<file path="config.mk">
export PLATFORM = sky130hd
export DESIGN_NAME = mem_access_ctrl
export DESIGN_NICKNAME = d
export VERILOG_FILES = /design/src/rtl/mem_access_ctrl.sv
export SDC_FILE = /design/constraint.sdc
export NUM_CORES = 1
export LEC_CHECK = 0
export CAP_MARGIN = 20
export CORE_MARGIN = 1.5
export CORE_UTILIZATION = 30
export CTS_CLUSTER_DIAMETER = 30
export CTS_CLUSTER_SIZE = 16
export DETAILED_ROUTE_END_ITERATION = 12
export GPL_ROUTABILITY_DRIVEN = 0
export GPL_TIMING_DRIVEN = 0
export PLACE_DENSITY = 0.66
export SETUP_SLACK_MARGIN = 0.2
export SLEW_MARGIN = 20
export SYNTH_ARGS = -nofsm -noshare
export SYNTH_HDL_FRONTEND = slang
export SYNTH_SLANG_ARGS = --single-unit
export TNS_END_PERCENT = 30
</file>
<file path="constraint.sdc">
create_clock -name CLK -period 2.3 [get_ports CLK]
set_input_delay 0.46 -clock CLK [delete_from_list [all_inputs] [get_ports CLK]]
set_output_delay 0.46 -clock CLK [all_outputs]
set_load 0.02 [all_outputs]
</file>
<file path="src/rtl/mem_access_ctrl.sv">
// Memory-stage access controller: issues one non-repeating data cache request
// per instruction sitting in the EX/MEM latch, holds the returned load word
// until the pipeline advances, drives the pipeline advance enable, converts a
// drained halt into a sticky processor halt and keeps saturating debug counts.
//
// state  | meaning
// -------+---------------------------------------------------------------
// IDLE   | no access outstanding; a new request is issued combinationally
// REQ    | request held to the cache, waiting for dhit_i
// DONE   | access completed, waiting for the pipeline to advance
// HALTED | processor halted, all traffic stopped until reset
module mem_access_ctrl (
  input  logic        CLK,
  input  logic        nRST,
  input  logic        dREN_i,
  input  logic        dWEN_i,
  input  logic [31:0] addr_i,
  input  logic [31:0] store_i,
  input  logic        halt_i,
  input  logic        ihit_i,
  input  logic        dhit_i,
  input  logic [31:0] dmemload_i,
  output logic        dmemREN,
  output logic        dmemWEN,
  output logic [31:0] dmemaddr,
  output logic [31:0] dmemstore,
  output logic [31:0] load_o,
  output logic        pipe_en,
  output logic        halt,
  output logic [15:0] load_cnt,
  output logic [15:0] store_cnt
);

  typedef enum logic [1:0] {
    IDLE   = 2'd0,
    REQ    = 2'd1,
    DONE   = 2'd2,
    HALTED = 2'd3
  } state_t;

  state_t      state_q, state_d;
  logic [31:0] hold_q, hold_d;
  logic [15:0] load_cnt_q, load_cnt_d;
  logic [15:0] store_cnt_q, store_cnt_d;

  logic mem_op;
  logic req_phase;
  logic acc_done;
  logic leave_ok;
  logic unused_addr_lsb;

  // Request qualification shared by outputs, next-state and counters.
  always_comb begin
    mem_op    = dREN_i | dWEN_i;
    req_phase = (state_q == IDLE) || (state_q == REQ);
    acc_done  = req_phase & mem_op & dhit_i;
  end

  // Cache request, advance permission and load data steering.
  always_comb begin
    dmemREN   = req_phase & dREN_i & ~dWEN_i;
    dmemWEN   = req_phase & dWEN_i;
    dmemaddr  = {addr_i[31:2], 2'b00};
    dmemstore = store_i;
    load_o    = (state_q == DONE) ? hold_q : dmemload_i;
    pipe_en   = ihit_i & (~mem_op | dhit_i | (state_q == DONE))
                & (state_q != HALTED) & ~halt_i;
    halt      = (state_q == HALTED);
    load_cnt  = load_cnt_q;
    store_cnt = store_cnt_q;
  end

  // Byte offset is dropped: the cache is word addressed.
  assign unused_addr_lsb = ^addr_i[1:0];

  // A pending halt blocks pipe_en, so it also releases a finished access
  // back to IDLE; otherwise the access could never retire and the halt
  // would never be reconsidered.
  assign leave_ok = pipe_en | halt_i;

  // Next-state logic.
  always_comb begin
    state_d = state_q;
    case (state_q)
      IDLE: begin
        if (halt_i && !mem_op) begin
          state_d = HALTED;
        end else if (mem_op) begin
          if (dhit_i) state_d = leave_ok ? IDLE : DONE;
          else        state_d = REQ;
        end
      end
      REQ: begin
        if (dhit_i) state_d = leave_ok ? IDLE : DONE;
      end
      DONE: begin
        if (leave_ok) state_d = IDLE;
      end
      HALTED: state_d = HALTED;
      default: state_d = IDLE;
    endcase
  end

  // Load capture and saturating completion counters.
  always_comb begin
    hold_d      = hold_q;
    load_cnt_d  = load_cnt_q;
    store_cnt_d = store_cnt_q;
    if (acc_done) begin
      hold_d = dmemload_i;
      if (dWEN_i) begin
        if (store_cnt_q != 16'hFFFF) store_cnt_d = store_cnt_q + 16'd1;
      end else begin
        if (load_cnt_q != 16'hFFFF) load_cnt_d = load_cnt_q + 16'd1;
      end
    end
  end

  // State and data registers.
  always_ff @(posedge CLK or negedge nRST) begin
    if (!nRST) begin
      state_q     <= IDLE;
      hold_q      <= 32'h0;
      load_cnt_q  <= 16'h0;
      store_cnt_q <= 16'h0;
    end else begin
      state_q     <= state_d;
      hold_q      <= hold_d;
      load_cnt_q  <= load_cnt_d;
      store_cnt_q <= store_cnt_d;
    end
  end

endmodule

</file>
* Yosys cells after proc, flatten, opt, wreduce, memory -nomap -nowiden
Index checks and enable logic that the tools add are counted.
** Operators by class
- Bitwise logic cells :: 15
- Equality and inequality tests :: 9
- Multiplexer cells :: 8
- Add/sub/neg operators :: 2
- Reduce and logical (&&, ||, !) cells :: 7
** Operators with widths (count)
- 16-bit by 1-bit adder with 16-bit output (second input constant) :: 2
- 32-bit 2-to-1 mux :: 1
- 16-bit inequality test (second input constant) :: 2
- 2-bit 2-to-1 mux :: 6
- 3-bit AND reduction :: 3
- 1-bit AND :: 8
- 2-bit case mux with 4 select lines :: 1
- 2-bit inequality test (second input constant) :: 3
- 2-bit == test (second input constant) :: 2
- 1-bit OR :: 4
- 3-bit by 2-bit inequality test with 1-bit output (second input constant) :: 1
- 1-bit NOT :: 3
- 2-bit by 1-bit == test with 1-bit output (second input constant) :: 1
- 2-bit logical NOT :: 1
- 1-bit logical AND :: 1
- 1-bit logical NOT :: 1
- 1-bit logical OR :: 1
** Word-level totals
- Bits in registers :: 66
- Logic and storage cells :: 45

* Longest topological paths before layout
Gate-level depths: netlist of run 1.
- Depth after elaboration :: 13
- Depth in mapped cells :: 6

* Worst setup path after synthesis of run 1
OpenSTA, ideal clock, no wires.
- Path kind :: flip-flop to output port
- From :: reg state_q[1]
- To :: out load_o[10]
- Path slack :: 334 ps
- Path buffers :: 2
- Cell stages (with the launch flop) :: 6
- Arrival time :: 1506 ps
- Path through :: dfrtp_1 buf_6 inv_1 nor2_1 clkbuf_1 mux2_2
** On the way
- Longest elaborated chain between the ends :: 2
** RTL lines
- start, declared :: RTL line 41 : state_t state_q, state_d;
- start signal, assigned :: RTL line 127 : state_q <= state_d;
- 2-bit == test :: RTL line 65 : load_o = (state_q == DONE) ? hold_q : dmemload_i;
- 32-bit 2-to-1 mux :: RTL line 65
- end, declared :: RTL line 27 : output logic [31:0] load_o,
No other way between the ends.

* Worst setup path in the final report of run 1
Ends and elaborated chain as after synthesis.

==> results of run 1 <==
==> cells in the mapped netlist (all sizes together) <==
cell type and number:
or3 1, nor3b 3, ha 2, nor3 8, inv 3, buf 67, nand4bb 1, xor2 14
and2 1, o22a 1, nand3b 1, conb 1, nor2 11, nand4b 1, clkbuf 8, xnor2 14
mux2 67, o21ai 4, a31oi 1, nor2b 2, dfrtp 66, o31ai 1, nand4 7, and4 3
or4 1, nand2b 1, and4b 1, o2111ai 2, nor4b 3, nand3 10, o211ai 2, and3 5
nand2 10, o21bai 1, nor4 5
==> cell type report <==
class,count,area [sq um]
inverters,3,13.8
multi-input cells,186,1720
clock inverters,2,35.0
flip-flops and latches,66,1650
plain buffers,75,602
well taps,168,210
clock buffers,14,264
repair buffers,180,1880
fillers,1088,5730
==> power breakdown <==
group / leakage, nW / internal, mW / switching, mW
registers: 0.821 / 1.50 / 0.251
logic: 1.87 / 1.48 / 1.05
clock network: 0.147 / 0.897 / 0.488
==> timing repair <==
action                                  4_1_cts  5_1_grt
hold buffers                                  0        0
pin swaps                                     2        0
resized for setup                           258        6
endpoints found under the setup margin       70       72
gates cloned                                  3        0
buffers inserted                              7        1
==> logic make-up after synthesis <==
| family | count (synthesis) |
|---|---|
| adders and majority gates | 2 |
| and+or+nand+nor | 75 |
| buffers and inverters | 78 |
| DFF | 66 |
| other | 1 |
| muxes | 67 |
| AOI/OAI and AO/OA | 12 |
| xor gates and xnor gates | 28 |
==> path summary, 6_finish.rpt <==
path | end | slack, ns
hold / removal | store_cnt[9] | 0.1
setup / recovery | load_o[10] | 0.1
hold reg to reg | load_cnt[10] | 0.50
max in group asynchronous | load_cnt[14] | 1.67
setup reg to reg | load_cnt[7] | 0.20
min in group CLK | load_cnt[10] | 0.50
==> per-layer routing <==
metal  vias up  routed length [um]
met4         0                  84
met2       142                4940
met5         -                   0
met3         8                 762
li1       1474                   -
met1      1506                4130
==> stage by stage <==
step	worst slack, ns	hold WS (ns)	cells	TNS, ns
3_5_place_dp	-0.565	0.471	667	-27.03
3_3_place_gp	-1.60	0.478	666	-131.31
6_report	0.0968	0.0951	694	0
2_1_floorplan	0.334	0.164	330	0
4_1_cts	0.0261	0.114	693	0
5_1_grt	0.0431	0.133	694	0
==> state kept, by name (all words and copies together) (netlist names) <==
signal / flops
hold_q: 32
load_cnt: 16
state_q: 2
store_cnt: 16
==> run_results.csv, run 1 <==
group,metric,value,unit
cells_and_area,area_delta_synth_final,69.2,%
global_route,grt_max_degree,37,
worst_setup_path,startpoint,"state_q[1]",
timing,slew_viol_final,0,
timing,worst_pin_slew,0.501,ns
floorplan,dieArea,0.0132,sq mm
min_path,hold_path.class,"primary input to asynchronous set/reset pin",
floorplan,initial_core_util,0.311,
route,drt-wirelength-per-cell,14.3,um
place,dpl-instance-area,0.00568,sq mm
synthesis,synth_seq_area_share,0.438,
clock_tree,cts.sinks,66,
clock_tree,path_clk_slew,0.05,ns
worst_setup_path,worst-path-stages,8,
power_and_ir_drop,power_density,889,mW/mm^2
worst_setup_path,worst_ep_required_time,1.84,ns
worst_setup_path,cp.buffers_inverters,6,
clock_tree,clockRootBuffer,"clkbuf_16",
worst_setup_path,timing.rr.start,"state_q[1]",
floorplan,die_w,115,um
cells_and_area,layout_common_cells,"clkdlybuf4s50_1, buf_4, dfrtp_1, mux2_2, buf_6",
clock_tree,cts_made_buffers,9,
route,vias,3130,
floorplan,core,0.0121,sq mm
synthesis,ys_ff_latch,66,
place,portBuffers,168,
synthesis,syn_area,0.00377,sq mm
cells_and_area,post-route-util,0.527,
worst_setup_path,crit_slowest_cell,"dfrtp_1",
global_route,gr-usage-all-layers,0.149,
worst_setup_path,critPathKind,"register to primary output",
timing,period_needed,2.20,ns
synthesis,synth_cell_types,41,
synthesis,synthSimpleGateAreaFrac,0.123,
synthesis,synth.area.mux_share,0.200,
worst_setup_path,start_kind,"register",
cells_and_area,final_common_cell,"clkdlybuf4s50_1",
global_route,antenna_found_initial,0,
worst_setup_path,crit_arrival,1.74,ns
route,drt-initial-drc-count,114,
place,post-dp-hpwl,7210,um
worst_setup_path,cpPeakStageDelay,0.37,ns
clock_tree,clockBufferDepth,2,
synthesis,avgSynthCellArea,11.5,sq um
cells_and_area,final_area,0.00638,sq mm
global_route,first_global_vias,3084,
global_route,grt_pass1_wl,15500,um
synthesis,synthCells,329,
timing,finClkSkew,0.00364,ns
route,drc,0,
synthesis,synthTopCellsByArea,"dfrtp_1, mux2_2, buf_4",
synthesis,synth_xor_area_frac,0.0651,
worst_setup_path,path_delay_family,"buffers and inverters",
route,routed_wl,9920,um
timing,rsz0062_at_grt,"true",
synthesis,yosysWarnings,0,
floorplan,fp.dieH,115,um
synthesis,synth_top_family_by_area,"multiplexers",
floorplan,fp-row-count,40,
clock_tree,cts_tree,"built",
global_route,overflow,0,
power_and_ir_drop,ir_drop,0.000460,V
timing,fin_crit_sh,0.958,
floorplan,ios,235,
timing,relSlewSlack,0.666,
global_route,grtUsageMet1,0.190,
timing,setup_viol,0,
cells_and_area,num-nets-final,626,
timing,hold_viol,0,
power_and_ir_drop,power_leakage,2.83,nW
synthesis,synth_largest_area_cell,"dfrtp_1",
route,ant_nets,0,
worst_setup_path,crit_top_cell,"buf_6",
route,viasPerCell,4.51,
power_and_ir_drop,p_total,5.67,mW
job,drv_cap,0,
synthesis,synth_compound_area_frac,0.0219,
cells_and_area,antennaDiodeCount,0,
global_route,met2_usage,0.245,
outcome,status,"finished clean",
synthesis,yosysTopAreaCellShare,0.438,
timing,fmax,454,MHz
worst_setup_path,cp_max_fo,7,
global_route,busiest_layer,"met2",
clock_tree,cts_max_level,3,
clock_tree,clk_latency,0.33,ns
synthesis,yosys.area_share.adder,0.00664,
worst_setup_path,cp_cell_sequence,"buf_6 > inv_4 > nor2_4 > buf_12 > buf_6 > clkbuf_16 > mux2_4 > buf_6",
route,dr.pass1.iters,4,
worst_setup_path,end_kind,"primary output",
global_route,use_met3,0.0453,
cells_and_area,drive_gt1_frac,0.395,
worst_setup_path,rr_worst_depth,8,
No activity file was read; power rests on OpenSTA's default activity.
==> run 2, diff against run 1 <==
- CORE_ASPECT_RATIO: default -> 0.6
==> run_results.csv, run 2 (synthesis results as in run 1) <==
group,metric,value,unit
power_and_ir_drop,ir_drop,0.000440,V
route,drc,0,
clock_tree,cts_max_level,3,
clock_tree,cts.sinks,66,
timing,setup_viol,0,
worst_setup_path,cp.buffers_inverters,5,
timing,fin_crit_sh,0.935,
floorplan,fp-row-count,31,
clock_tree,clk_latency,0.33,ns
floorplan,die_w,148,um
timing,fmax,465,MHz
global_route,antenna_found_initial,0,
timing,tns,0,ns
worst_setup_path,cp_max_fo,7,
clock_tree,clockBufferDepth,2,
cells_and_area,final_common_cell,"clkdlybuf4s50_1",
worst_setup_path,rrSetupSlack,0.26,ns
worst_setup_path,startpoint,"state_q[1]",
timing,worst_pin_slew,0.549,ns
worst_setup_path,worst-path-stages,7,
cells_and_area,post-route-util,0.514,
route,vias,3088,
cells_and_area,largest_register_ffs,32,
worst_setup_path,path_delay_family,"buffers and inverters",
cells_and_area,regMostFlops,"hold_q",
power_and_ir_drop,power_density,860,mW/mm^2
route,routed_wl,10000,um
outcome,status,"finished clean",
cells_and_area,num-nets-final,626,
worst_setup_path,crit_slowest_cell,"dfrtp_1",
min_path,hold_path.class,"primary input to asynchronous set/reset pin",
timing,rsz0062_at_grt,"true",
worst_setup_path,r2r-end,"load_cnt[13]",
floorplan,fp.dieH,89.8,um
worst_setup_path,start_kind,"register",
route,ant_nets,0,
cells_and_area,drive_gt1_frac,0.397,
global_route,gr-usage-all-layers,0.149,
worst_setup_path,rr_worst_depth,7,
clock_tree,cts_tree,"built",
cells_and_area,layout_common_cells,"clkdlybuf4s50_1, buf_4, dfrtp_1, mux2_2, buf_6",
worst_setup_path,cp_cell_sequence,"buf_6 > inv_4 > nor2_4 > buf_12 > clkbuf_16 > mux2_2 > buf_2",
clock_tree,hold_buffers,0,
cells_and_area,antennaDiodeCount,0,
worst_setup_path,critPathKind,"register to primary output",
clock_tree,path_clk_slew,0.06,ns
place,dpl-instance-area,0.00568,sq mm
route,drt-initial-drc-count,59,
floorplan,ios,235,
worst_setup_path,worst_ep_required_time,1.84,ns
global_route,overflow,0,
place,place_ws,-0.604,ns
timing,relSlewSlack,0.631,
timing,slew_viol_final,0,
route,drt-wirelength-per-cell,14.6,um
worst_setup_path,crit_end,"load_o[22]",
timing,hold_viol,0,
worst_setup_path,crit_arrival,1.69,ns
global_route,first_global_vias,3044,
clock_tree,cts_made_buffers,9,
cells_and_area,final_area,0.00623,sq mm
power_and_ir_drop,power_leakage,2.75,nW
place,post-dp-hpwl,7380,um
floorplan,core,0.0121,sq mm
global_route,grt_max_degree,43,
worst_setup_path,timing.rr.start,"state_q[1]",
route,viasPerCell,4.48,
timing,finClkSkew,0.00567,ns
worst_setup_path,cpPeakStageDelay,0.33,ns
route,dr.pass1.iters,4,
timing,setup_ws,0.149,ns
job,drv_cap,0,
cells_and_area,area_delta_synth_final,65.4,%
floorplan,dieArea,0.0133,sq mm
timing,period_needed,2.15,ns
place,portBuffers,168,
clock_tree,clockRootBuffer,"clkbuf_16",
floorplan,initial_core_util,0.311,
power_and_ir_drop,p_total,5.36,mW
global_route,grt_pass1_wl,15900,um
worst_setup_path,end_kind,"primary output",
## run 2: how the worst min path moves through the flow
stage / start / endpoint / slack, ns / cells after the start
after floorplan: nRST / hold_q[0] / 0.16 / 0
after global placement: hold_q[25] / hold_q[25] / 0.48 / 1
after detailed placement: nRST / load_cnt[2] / 0.39 / 1
after CTS: nRST / load_cnt[2] / 0.04 / 1
after global routing: nRST / load_cnt[2] / 0.05 / 1
final: nRST / load_cnt[2] / 0.03 / 1
## run 2: where the power goes
group | switching, mW | internal, mW
clock network | 0.472 | 0.742
logic | 1.03 | 1.38
registers | 0.250 | 1.50
## run 2: stage by stage
step | hold slack, ns | std cells
6_report | 0.0330 | 689
5_1_grt | 0.0547 | 689
4_1_cts | 0.0383 | 686
3_5_place_dp | 0.392 | 664
3_3_place_gp | 0.483 | 663
2_1_floorplan | 0.164 | 330
## run 2: timing repair
item,4_1_cts,5_1_grt
endpoints found under the setup margin,70,77
buffers inserted,5,3
pin swaps,1,7
gates resized for setup,214,23
gates cloned,3,0
## run 2: final cells by class
type | count | area (sq um)
fillers | 1099 | 5910
multi-input cells | 186 | 1680
clock buffers | 11 | 243
repair buffers | 180 | 1810
plain buffers | 75 | 606
clock inverters | 3 | 17.5
flip-flops and latches | 66 | 1650
inverters | 3 | 13.8
well taps | 165 | 206
## run 2: per-layer routing
layer  up-vias  wire, um  track usage
met5         -         0            0
met4         0        40       0.0233
met3         9       531       0.0457
met2        90      4680        0.222
met1      1521      4780        0.215
li1       1468         -            -
